$ cat src/rtl/booth_ppgen_pipe.sv
// booth_ppgen_pipe: 2-stage radix-4 Booth encoder / partial-product generator.
// S1 registers A, tag and the Booth digits of B. S2 registers the NBIT/2 partial
// products in one's-complement form with a separate +1 bit and a sign-extension-prevention bit.
// Valid/ready on both sides. in_ready is combinational from out_ready, so a full pipe
// still accepts one op per cycle.
// Optional feature macro: BOOTH_PPGEN_REFPROD_EN adds out_ref_o, the signed product A*B,
// which travels alongside the partial products.
module booth_ppgen_pipe #(
    parameter int unsigned NBIT  = 10,
    parameter int unsigned TAG_W = 4
) (
    input  logic                        clk,
    input  logic                        rst_n,
    input  logic                        in_valid_i,
    output logic                        in_ready_o,
    input  logic [NBIT-1:0]             in_a_i,
    input  logic [NBIT-1:0]             in_b_i,
    input  logic [TAG_W-1:0]            in_tag_i,
    output logic                        out_valid_o,
    input  logic                        out_ready_i,
    output logic [(NBIT/2)*(NBIT+3)-1:0] out_ops_o,
    output logic [TAG_W-1:0]            out_tag_o
`ifdef BOOTH_PPGEN_REFPROD_EN
    ,
    output logic [2*NBIT-1:0]           out_ref_o
`endif
);

    localparam int NPP = NBIT / 2;
    localparam int PPW = NBIT + 3;

    // Digit encoding: 3-bit two's complement, values in {-2,-1,0,+1,+2}.
    function automatic logic [2:0] booth_digit(input logic [2:0] trip);
        logic [2:0] d;
        case (trip)
            3'b001, 3'b010: d = 3'b001;  // +1
            3'b011:         d = 3'b010;  // +2
            3'b100:         d = 3'b110;  // -2
            3'b101, 3'b110: d = 3'b111;  // -1
            default:        d = 3'b000;  // 000 / 111
        endcase
        return d;
    endfunction

    logic                          s1_valid_q, s1_valid_d;
    logic [NBIT-1:0]               s1_a_q, s1_a_d;
    logic [TAG_W-1:0]              s1_tag_q, s1_tag_d;
    logic [NPP-1:0][2:0]           s1_dig_q, s1_dig_d;

    logic                          s2_valid_q, s2_valid_d;
    logic [NPP-1:0][PPW-1:0]       s2_ops_q, s2_ops_d;
    logic [TAG_W-1:0]              s2_tag_q, s2_tag_d;

    logic                          s1_adv, s2_adv, in_fire;
    logic [NBIT:0]                 b_ext;
    logic [NPP-1:0][2:0]           dig_in;
    logic [NPP-1:0][NBIT:0]        pp_row;
    logic [NPP-1:0][PPW-1:0]       pp;

    assign s2_adv     = ~s2_valid_q | out_ready_i;
    assign s1_adv     = ~s1_valid_q | s2_adv;
    assign in_ready_o = s1_adv;
    assign in_fire    = in_valid_i & s1_adv;

    // b[-1] = 0 appended below the LSB of the multiplier.
    assign b_ext = {in_b_i, 1'b0};

    // Booth-recode the incoming multiplier into NPP digits.
    always_comb begin
        dig_in = '0;
        for (int i = 0; i < NPP; i++) begin
            dig_in[i] = booth_digit(b_ext[2*i +: 3]);
        end
    end

    // Partial products from the S1 digits; |d|*A is sign-extended to NBIT+1 bits so that
    // A = -2^(NBIT-1) with d = -2 still fits.
    always_comb begin
        pp_row = '0;
        pp     = '0;
        for (int i = 0; i < NPP; i++) begin
            if (s1_dig_q[i] == 3'b000) begin
                pp_row[i] = '0;
            end else if (s1_dig_q[i][1] & ~s1_dig_q[i][0]) begin
                pp_row[i] = {s1_a_q, 1'b0};
            end else begin
                pp_row[i] = {s1_a_q[NBIT-1], s1_a_q};
            end
            pp_row[i] = pp_row[i] ^ {(NBIT + 1){s1_dig_q[i][2]}};
            pp[i]     = {~pp_row[i][NBIT], s1_dig_q[i][2], pp_row[i]};
        end
    end

    // Next state for both stages; data registers load only on an actual transfer so
    // held outputs stay stable under backpressure.
    always_comb begin
        s1_valid_d = s1_valid_q;
        s1_a_d     = s1_a_q;
        s1_tag_d   = s1_tag_q;
        s1_dig_d   = s1_dig_q;
        s2_valid_d = s2_valid_q;
        s2_ops_d   = s2_ops_q;
        s2_tag_d   = s2_tag_q;
        if (s1_adv) begin
            s1_valid_d = in_valid_i;
            if (in_valid_i) begin
                s1_a_d   = in_a_i;
                s1_tag_d = in_tag_i;
                s1_dig_d = dig_in;
            end
        end
        if (s2_adv) begin
            s2_valid_d = s1_valid_q;
            if (s1_valid_q) begin
                s2_ops_d = pp;
                s2_tag_d = s1_tag_q;
            end
        end
    end

    // Pipeline registers; reset discards anything in flight.
    always_ff @(posedge clk or negedge rst_n) begin
        if (!rst_n) begin
            s1_valid_q <= 1'b0;
            s1_a_q     <= '0;
            s1_tag_q   <= '0;
            s1_dig_q   <= '0;
            s2_valid_q <= 1'b0;
            s2_ops_q   <= '0;
            s2_tag_q   <= '0;
        end else begin
            s1_valid_q <= s1_valid_d;
            s1_a_q     <= s1_a_d;
            s1_tag_q   <= s1_tag_d;
            s1_dig_q   <= s1_dig_d;
            s2_valid_q <= s2_valid_d;
            s2_ops_q   <= s2_ops_d;
            s2_tag_q   <= s2_tag_d;
        end
    end

    assign out_valid_o = s2_valid_q;
    assign out_ops_o   = s2_ops_q;
    assign out_tag_o   = s2_tag_q;

`ifdef BOOTH_PPGEN_REFPROD_EN
    logic signed [2*NBIT-1:0] prod;
    logic [2*NBIT-1:0]        s1_ref_q, s2_ref_q;

    assign prod = $signed(in_a_i) * $signed(in_b_i);

    // Reference product rides along with the op, same load/hold rules as the data path.
    always_ff @(posedge clk or negedge rst_n) begin
        if (!rst_n) begin
            s1_ref_q <= '0;
            s2_ref_q <= '0;
        end else begin
            if (in_fire) s1_ref_q <= prod;
            if (s2_adv && s1_valid_q) s2_ref_q <= s1_ref_q;
        end
    end

    assign out_ref_o = s2_ref_q;
`else
    logic unused_fire;
    assign unused_fire = in_fire;
`endif

endmodule
$ cat config.mk
export PLATFORM = sky130hd
export DESIGN_NAME = booth_ppgen_pipe
export DESIGN_NICKNAME = d
export VERILOG_FILES = /design/src/rtl/booth_ppgen_pipe.sv
export SDC_FILE = /design/constraint.sdc
export NUM_CORES = 1
export LEC_CHECK = 0
export CAP_MARGIN = 0
export CORE_MARGIN = 10
export CORE_UTILIZATION = 40
export DETAILED_ROUTE_END_ITERATION = 12
export DONT_BUFFER_PORTS = 1
export HOLD_SLACK_MARGIN = 0.05
export PLACE_DENSITY = 0.6
export SLEW_MARGIN = 10
export SYNTH_ARGS = -nofsm -noshare
export SYNTH_HDL_FRONTEND = slang
export SYNTH_SLANG_ARGS = --single-unit
$ cat constraint.sdc
create_clock -name clk -period 2.2 [get_ports clk]
set_clock_uncertainty 0.15 [all_clocks]
set_input_delay 0.22 -clock clk [delete_from_list [all_inputs] [get_ports clk]]
set_output_delay 0.22 -clock clk [all_outputs]
set_load 0.02 [all_outputs]
==> load_flow_metrics.sql, run 1 <==
INSERT INTO impl_metrics (metric_group, metric, value, unit) VALUES
('global_route', 'grt_first_pass_wirelength', '24.1', 'mm'),
('synthesis', 'postSynthCellCount', '539', ''),
('synthesis', 'ys_seq_elements', '99', ''),
('min_path', 'hold_path.class', 'in2async', ''),
('synthesis', 'synth_warnings', '0', ''),
('timing', 'grt_setup_unrepaired', 'false', ''),
('power_and_ir_drop', 'sequentialPowerShare', '52.2', '%'),
('global_route', 'grtUsageTotal', '16.5', '%'),
('critical_path', 'worst_setup_path_end_kind', 'flop', ''),
('power_and_ir_drop', 'power_density', '1040', 'nW/um2'),
('routing', 'routedWlPerCell', '22.0', 'um'),
('critical_path', 'required', '2.29', 'ns'),
('timing', 'final-setup-viol-count', '0', ''),
('synthesis', 'synth_seq_area_share', '44.9', '%'),
('power_and_ir_drop', 'worst_ir_drop_vdd', '0.370', 'mV'),
('routing', 'drt_first_pass_iters', '5', ''),
('critical_path', 'criticalPathCategory', 'reg2reg', ''),
('clock_network', 'cts-hold-fix-buffers', '23', ''),
('flow_run', 'maxCapViolCount', '0', ''),
('timing', 'hold_violations', '99', ''),
('outcome', 'run_status', 'complete, but fails checks', ''),
('synthesis', 'synth.lib_cells_used.distinct', '37', ''),
('power_and_ir_drop', 'clkPwrFrac', '25.3', '%'),
('timing', 'min_period_over_period', '85.8', '%'),
('outcome', 'failed_checks', 'hold timing', ''),
('timing', 'whs', '-0.591', 'ns'),
('timing', 'fmaxAchievable', '0.530', 'GHz'),
('global_route', 'pin_count_of_the_biggest_net_entering_global_routing', '100', ''),
('synthesis', 'synth-main-ff-cell', 'dfrtp_1', ''),
('clock_network', 'max_root_sink_buffers', '2', ''),
('timing', 'worst_slack', '0.313', 'ns'),
('synthesis', 'synth_area_leaders', 'dfrtp_1 (45%), nand3b_1 (7.1%), xor2_1 (6.0%)', ''),
('synthesis', 'number_of_enable_type_register_cells_in_the_synthesized_netlist', '0', ''),
('placed_design', 'preCtsSetupSlack', '0.335', 'ns'),
('routing', 'ant_nets', '0', ''),
('global_route', 'grt_pass1_vias', '4142', ''),
('clock_network', 'postCtsSetupRepairBufs', '0', ''),
('floorplan', 'die_x', '137', 'um'),
('placed_design', 'io_buffers', '0', ''),
('power_and_ir_drop', 'switching_fraction', '39.0', '%'),
('floorplan', 'fp.dieH', '137', 'um'),
('synthesis', 'yosysMostFrequentCell', 'dfrtp_1', ''),
('synthesis', 'synth_async_sr_flop_share', '100', '%'),
('global_route', 'antenna_found_initial', '0', ''),
('synthesis', 'netlist.top_cell.by_area', 'dfrtp_1', ''),
('critical_path', 'cp_max_fo', '14', ''),
('synthesis', 'yosys_top_cell_area_share', '44.9', '%'),
('layout', 'final_net_count', '552', ''),
('power_and_ir_drop', 'power.net_switching', '2460', 'uW'),
('floorplan', 'floorplan.die_area', '18900', 'um2'),
('layout', 'areaGrowthSynthToFinish', '10.4', '%'),
('timing', 'worst-slew-pin-transition', '0.737', 'ns'),
('routing', 'first_iter_violations', '306', ''),
('floorplan', 'core-area', '13400', 'um2'),
('layout', 'seqCellArea', '2480', 'um2'),
('synthesis', 'synthTopCellsByCount', 'dfrtp_1 (99), a21oi_1 (59), nand3b_1 (52)', ''),
('layout', 'multiInputGateArea', '2680', 'um2'),
('routing', 'detail_route.wirelength', '15.5', 'mm'),
('timing', 'timing.setup.tns', '0', 'ns'),
('power_and_ir_drop', 'internal_power', '3860', 'uW'),
('power_and_ir_drop', 'cellLeakagePower', '0.00245', 'uW'),
('synthesis', 'netlist_area', '5520', 'um2'),
('timing', 'slew_headroom', '50.8', '%'),
('critical_path', 'cp-start-kind', 'flop', ''),
('critical_path', 'worst-endpoint-arrival', '1.98', 'ns'),
('placed_design', 'place.detailed.instances', '662', ''),
('routing', 'via_count', '4084', ''),
('placed_design', 'dp_hpwl', '10.1', 'mm'),
('floorplan', 'row_count', '42', ''),
('layout', 'post_route_cells_drive_above_1_share', '15.0', '%'),
('synthesis', 'postSynthAreaPerCell', '10.2', 'um2');
==> kinds of logic after synthesis <==
kind of cell             Yosys count  share of synthesized area, %
AO/OA/AOI/OAI                    138                          16.7
XOR/XNOR                          42                          6.66
adder cells (fa/ha/maj)            4                         0.907
buffers and inverters             78                          6.60
flip-flops                        99                          44.9
multiplexers                      46                          9.95
AND/OR/NAND/NOR                  132                          14.3
==> critical path, cell delays in order (launching register included) <==
cell      delay [ns]
dfrtp_1         0.68
nand2b_1        0.48
a31oi_1         0.17
mux2_4          0.30
==> final timing paths <==
| check | from | endpoint | slack, ns | cells after the start |
|---|---|---|---|---|
| min reg2reg | s1_tag_q[0] | out_tag_o[0] | 0.36 | 1 |
| max in group asynchronous | rst_n | s1_valid_q | 2.29 | 0 |
| max | s1_dig_q[9] | out_ops_o[39] | 0.31 | 3 |
| max reg2reg | s1_dig_q[9] | out_ops_o[39] | 0.31 | 3 |
| min | rst_n | out_ops_o[19] | -0.59 | 0 |
| min in group clk | in_b_i[8] | s1_dig_q[13] | 0.07 | 3 |
==> sequential cells by signal (all words and copies together), names as in the netlist <==
| signal | count |
|---|---|
| out_ops_o | 65 |
| out_valid_o | 1 |
| out_tag_o | 4 |
| s1_valid_q | 1 |
| s1_tag_q | 4 |
| pp | 4 |
| s1_a_q | 10 |
| s1_dig_q | 10 |
==> metrics by stage <==
step	hold slack, ns	power, uW	instance area [um2]	utilization, %
2_1_floorplan	-0.226	4290	5520	-
3_3_place_gp	-0.220	4680	5570	41.6
3_5_place_dp	-0.220	4740	5570	41.6
4_1_cts	-0.600	6390	6090	45.5
5_1_grt	-0.604	6680	6090	45.5
6_report	-0.591	6320	6090	45.5
==> cells in the final DEF, fill, tap and decap left out, types with 2 or more instances in the layout <==
cell type	netlist	layout
a21bo_2	4	4
a21oi_1	59	59
a22oi_1	8	8
a2bb2oi_1	4	4
a31oi_1	10	10
a41oi_1	31	31
buf_12	0	3
buf_4	5	12
clkbuf_16	0	9
clkinv_2	0	3
clkinvlp_4	0	2
dfrtp_1	99	98
dlygate4sd3_1	0	23
ha_1	4	4
inv_1	10	10
mux2_2	23	23
mux2_4	12	12
mux2i_1	11	11
nand2_1	45	45
nand2b_1	12	11
nand3_1	3	3
nand3b_1	52	52
nand4_1	3	3
nor2b_1	9	9
o2111ai_1	5	5
o21a_1	5	5
o21ai_0	7	7
o21bai_1	3	3
or3b_2	3	3
xnor2_1	4	4
xor2_1	38	38
==> repair_timing <==
item                                   CTS  global route
setup endpoints to repair                0             0
resized for setup                        0             0
endpoints found under the hold margin  126            99
==> power groups by stage <==
stage | sequential, uW | combinational (uW) | clock (uW)
after floorplan | 2990 | 1300 | 0
after global placement | 3340 | 1340 | 0
after detailed placement | 3360 | 1380 | 0
after CTS | 3320 | 1430 | 1630
after global routing | 3380 | 1590 | 1710
final | 3300 | 1430 | 1600
==> routing by layer <==
| layer | track usage [%] | wire length, um | vias to the layer above | share of wire, % |
|---|---|---|---|---|
| li1 | - | - | 1879 | - |
| met3 | 4.48 | 1200 | 24 | 7.7 |
| met4 | 7.49 | 384 | 0 | 2.5 |
| met1 | 20.4 | 6430 | 2057 | 42 |
| met2 | 26.3 | 7440 | 124 | 48 |
| met5 | 0 | 0 | - | 0 |
==> final cells by class <==
class / instances / area share, %
multi-input cells: 362 / 44.0
flip-flops and latches: 99 / 40.7
repair buffers: 38 / 6.24
clock buffers: 9 / 3.70
well taps: 176 / 3.61
clock inverters: 7 / 1.13
inverters: 10 / 0.616
No activity file was read; power rests on OpenSTA's default activity.
==> inputs of run 2 (changes only) <==
MAX_ROUTING_LAYER = met4   (was not set)
==> run 2 against run 1 <==
Compared with the run above:
- the run still ends with hold timing left
- wire length about the same
- die area unchanged
- first-iteration DRC count decreased by 14%
- cell count unchanged
- non-clock buffer count unchanged
- cell area unchanged
- critical path depth unchanged
- sequential power about the same
- via count increased by 0.54%
- total power about the same
==> load_flow_metrics.sql, run 2 (same netlist as run 1, synthesis figures left out) <==
INSERT INTO impl_metrics (metric_group, metric, value, unit) VALUES
('global_route', 'pin_count_of_the_biggest_net_entering_global_routing', '100', ''),
('floorplan', 'starting_density_of_the_core', '41.2', '%'),
('critical_path', 'reg2reg_setup_slack', '0.30', 'ns'),
('critical_path', 'r2r_start', 's1_dig_q[9]', ''),
('placed_design', 'io_buffers', '0', ''),
('layout', 'design_area', '6090', 'um2'),
('timing', 'drv_slew', '0', ''),
('layout', 'areaGrowthSynthToFinish', '10.4', '%'),
('clock_network', 'cts_tree', 'yes', ''),
('timing', 'worst_slack', '0.301', 'ns'),
('critical_path', 'r2r-end', 'out_ops_o[39]', ''),
('global_route', 'grt_first_pass_wirelength', '24.1', 'mm'),
('placed_design', 'dp_hpwl', '10.1', 'mm'),
('timing', 'final-setup-viol-count', '0', ''),
('placed_design', 'dpl_cell_area', '5570', 'um2'),
('min_path', 'hold_path.class', 'in2async', ''),
('timing', 'whs', '-0.588', 'ns'),
('layout', 'num-fill-cells', '1257', ''),
('layout', 'post_route_cells_drive_above_1_share', '15.0', '%'),
('critical_path', 'r2r.worst_path.cells', '3', ''),
('critical_path', 'crit_path_cell_trace', 'nand2b_1, a31oi_1, mux2_4', ''),
('critical_path', 'worst_setup_path_end_kind', 'flop', ''),
('critical_path', 'worstPathBufferInverterCount', '0', ''),
('routing', 'ant_nets', '0', ''),
('power_and_ir_drop', 'worst_ir_drop_vdd', '0.372', 'mV'),
('critical_path', 'critical-path-slowest-cell', 'dfrtp_1', ''),
('clock_network', 'clk-insertion-delay-late', '0.35', 'ns'),
('routing', 'drt_first_pass_iters', '5', ''),
('global_route', 'antenna_found_initial', '0', ''),
('clock_network', 'htreeDepth', '3', ''),
('floorplan', 'fp.dieH', '137', 'um'),
('timing', 'timing.setup.tns', '0', 'ns'),
('routing', 'routedWlPerCell', '22.1', 'um'),
('outcome', 'failed_checks', 'hold timing', ''),
('timing', 'fmaxAchievable', '0.527', 'GHz'),
('routing', 'number_of_design_rule_violations_left_after_detail_routing', '0', ''),
('placed_design', 'gp_congestion', '0.814', ''),
('critical_path', 'cp-start-kind', 'flop', ''),
('power_and_ir_drop', 'power_density', '1040', 'nW/um2'),
('timing', 'worst-slew-pin-transition', '0.726', 'ns'),
('flow_run', 'maxCapViolCount', '0', ''),
('critical_path', 'startpoint', 's1_dig_q[9]', ''),
('critical_path', 'cp_max_fo', '14', ''),
('critical_path', 'required', '2.29', 'ns'),
('clock_network', 'post_cts.resized_instances', '0', ''),
('timing', 'min_period_over_period', '86.3', '%'),
('layout', 'mostFrequentLayoutCells', 'dfrtp_1 (98), a21oi_1 (59), nand3b_1 (52)', ''),
('timing', 'hold_violations', '99', ''),
('routing', 'detail_route.wirelength', '15.5', 'mm'),
('global_route', 'grt_overflow_total', '0', ''),
('routing', 'via_count', '4106', ''),
('placed_design', 'preCtsSetupSlack', '0.335', 'ns'),
('global_route', 'grtUsageTotal', '17.0', '%'),
('layout', 'final_common_cell', 'dfrtp_1', ''),
('routing', 'first_iter_violations', '263', ''),
('clock_network', 'cts-hold-fix-buffers', '23', ''),
('clock_network', 'max_root_sink_buffers', '2', ''),
('outcome', 'run_status', 'complete, but fails checks', ''),
('floorplan', 'row_count', '42', ''),
('layout', 'antennaDiodeCount', '0', ''),
('layout', 'largest_register_ffs', '65', ''),
('power_and_ir_drop', 'cellLeakagePower', '0.00245', 'uW'),
('critical_path', 'worst-endpoint-arrival', '1.99', 'ns'),
('clock_network', 'cts_inserted_buffers', '9', ''),
('clock_network', 'clock-sinks', '99', ''),
('routing', 'post_drt_via_cell_ratio', '5.86', ''),
('global_route', 'grt_pass1_vias', '4131', ''),
('critical_path', 'criticalPathCategory', 'reg2reg', ''),
('critical_path', 'worst_path_dominant_cell_family', 'flip-flops', ''),
('clock_network', 'path_clk_slew', '0.07', 'ns'),
('floorplan', 'pin_count', '99', ''),
('critical_path', 'cp_slowest_stage_delay', '0.69', 'ns'),
('power_and_ir_drop', 'totalPowerFinal', '6320', 'uW'),
('layout', 'final_net_count', '552', ''),
('timing', 'grt_setup_unrepaired', 'false', ''),
('timing', 'period_needed', '1.90', 'ns'),
('floorplan', 'floorplan.die_area', '18900', 'um2'),
('timing', 'slew_headroom', '51.6', '%'),
('floorplan', 'core-area', '13400', 'um2'),
('clock_network', 'clock_tree.root_cell', 'clkbuf_16', ''),
('floorplan', 'die_x', '137', 'um'),
('clock_network', 'postCtsSetupRepairBufs', '0', '');
run 2: worst max path at each step:
| stage | to | slack, ns | cells past startpoint |
|---|---|---|---|
| 2_1_floorplan | s1_a_q[0] | 0.48 | 4 |
| 3_3_place_gp | out_ops_o[39] | 0.37 | 3 |
| 3_5_place_dp | out_ops_o[39] | 0.33 | 3 |
| 4_1_cts | out_ops_o[39] | 0.33 | 3 |
| 5_1_grt | out_ops_o[43] | 0.22 | 3 |
| 6_report | out_ops_o[39] | 0.30 | 3 |
run 2: cell type report:
cell class / instances / area [um2] / share of cell area [%]
inverter: 10 / 37.5 / 0.616
multi-input combinational: 362 / 2680 / 44.0
timing repair buffer: 38 / 380 / 6.24
tap: 176 / 220 / 3.61
clock buffer: 9 / 225 / 3.70
clock inverter: 7 / 68.8 / 1.13
sequential: 99 / 2480 / 40.7
run 2: worst reg2reg max path, stage by stage (launching register included):
cell,delay [ns]
dfrtp_1,0.69
nand2b_1,0.49
a31oi_1,0.17
mux2_4,0.30
run 2: where the power goes:
group | leakage, uW | switching [uW] | total (uW) | internal (uW)
clock | 0.000141 | 720 | 1600 | 878
combinational | 0.00116 | 706 | 1420 | 717
sequential | 0.00115 | 1040 | 3300 | 2260
run 2: per-stage QoR:
stage,instances,utilization [%]
4_1_cts,701,45.5
3_3_place_gp,662,41.6
6_report,701,45.5
2_1_floorplan,539,-
3_5_place_dp,662,41.6
5_1_grt,701,45.5
run 2: per-layer routing:
layer / track usage, % / share of wire, % / up-vias
li1: - / - / 1879
met1: 20.7 / 42 / 2070
met2: 26.3 / 48 / 134
met3: 4.30 / 7.7 / 23
met4: 7.49 / 2.4 / 0
met5: - / 0 / -
==> inputs of run 3 (changes only) <==
SLEW_MARGIN = 0   (was 10)
==> results of run 3 <==
Final layout, timing and power as in run 2 (identical DEF).
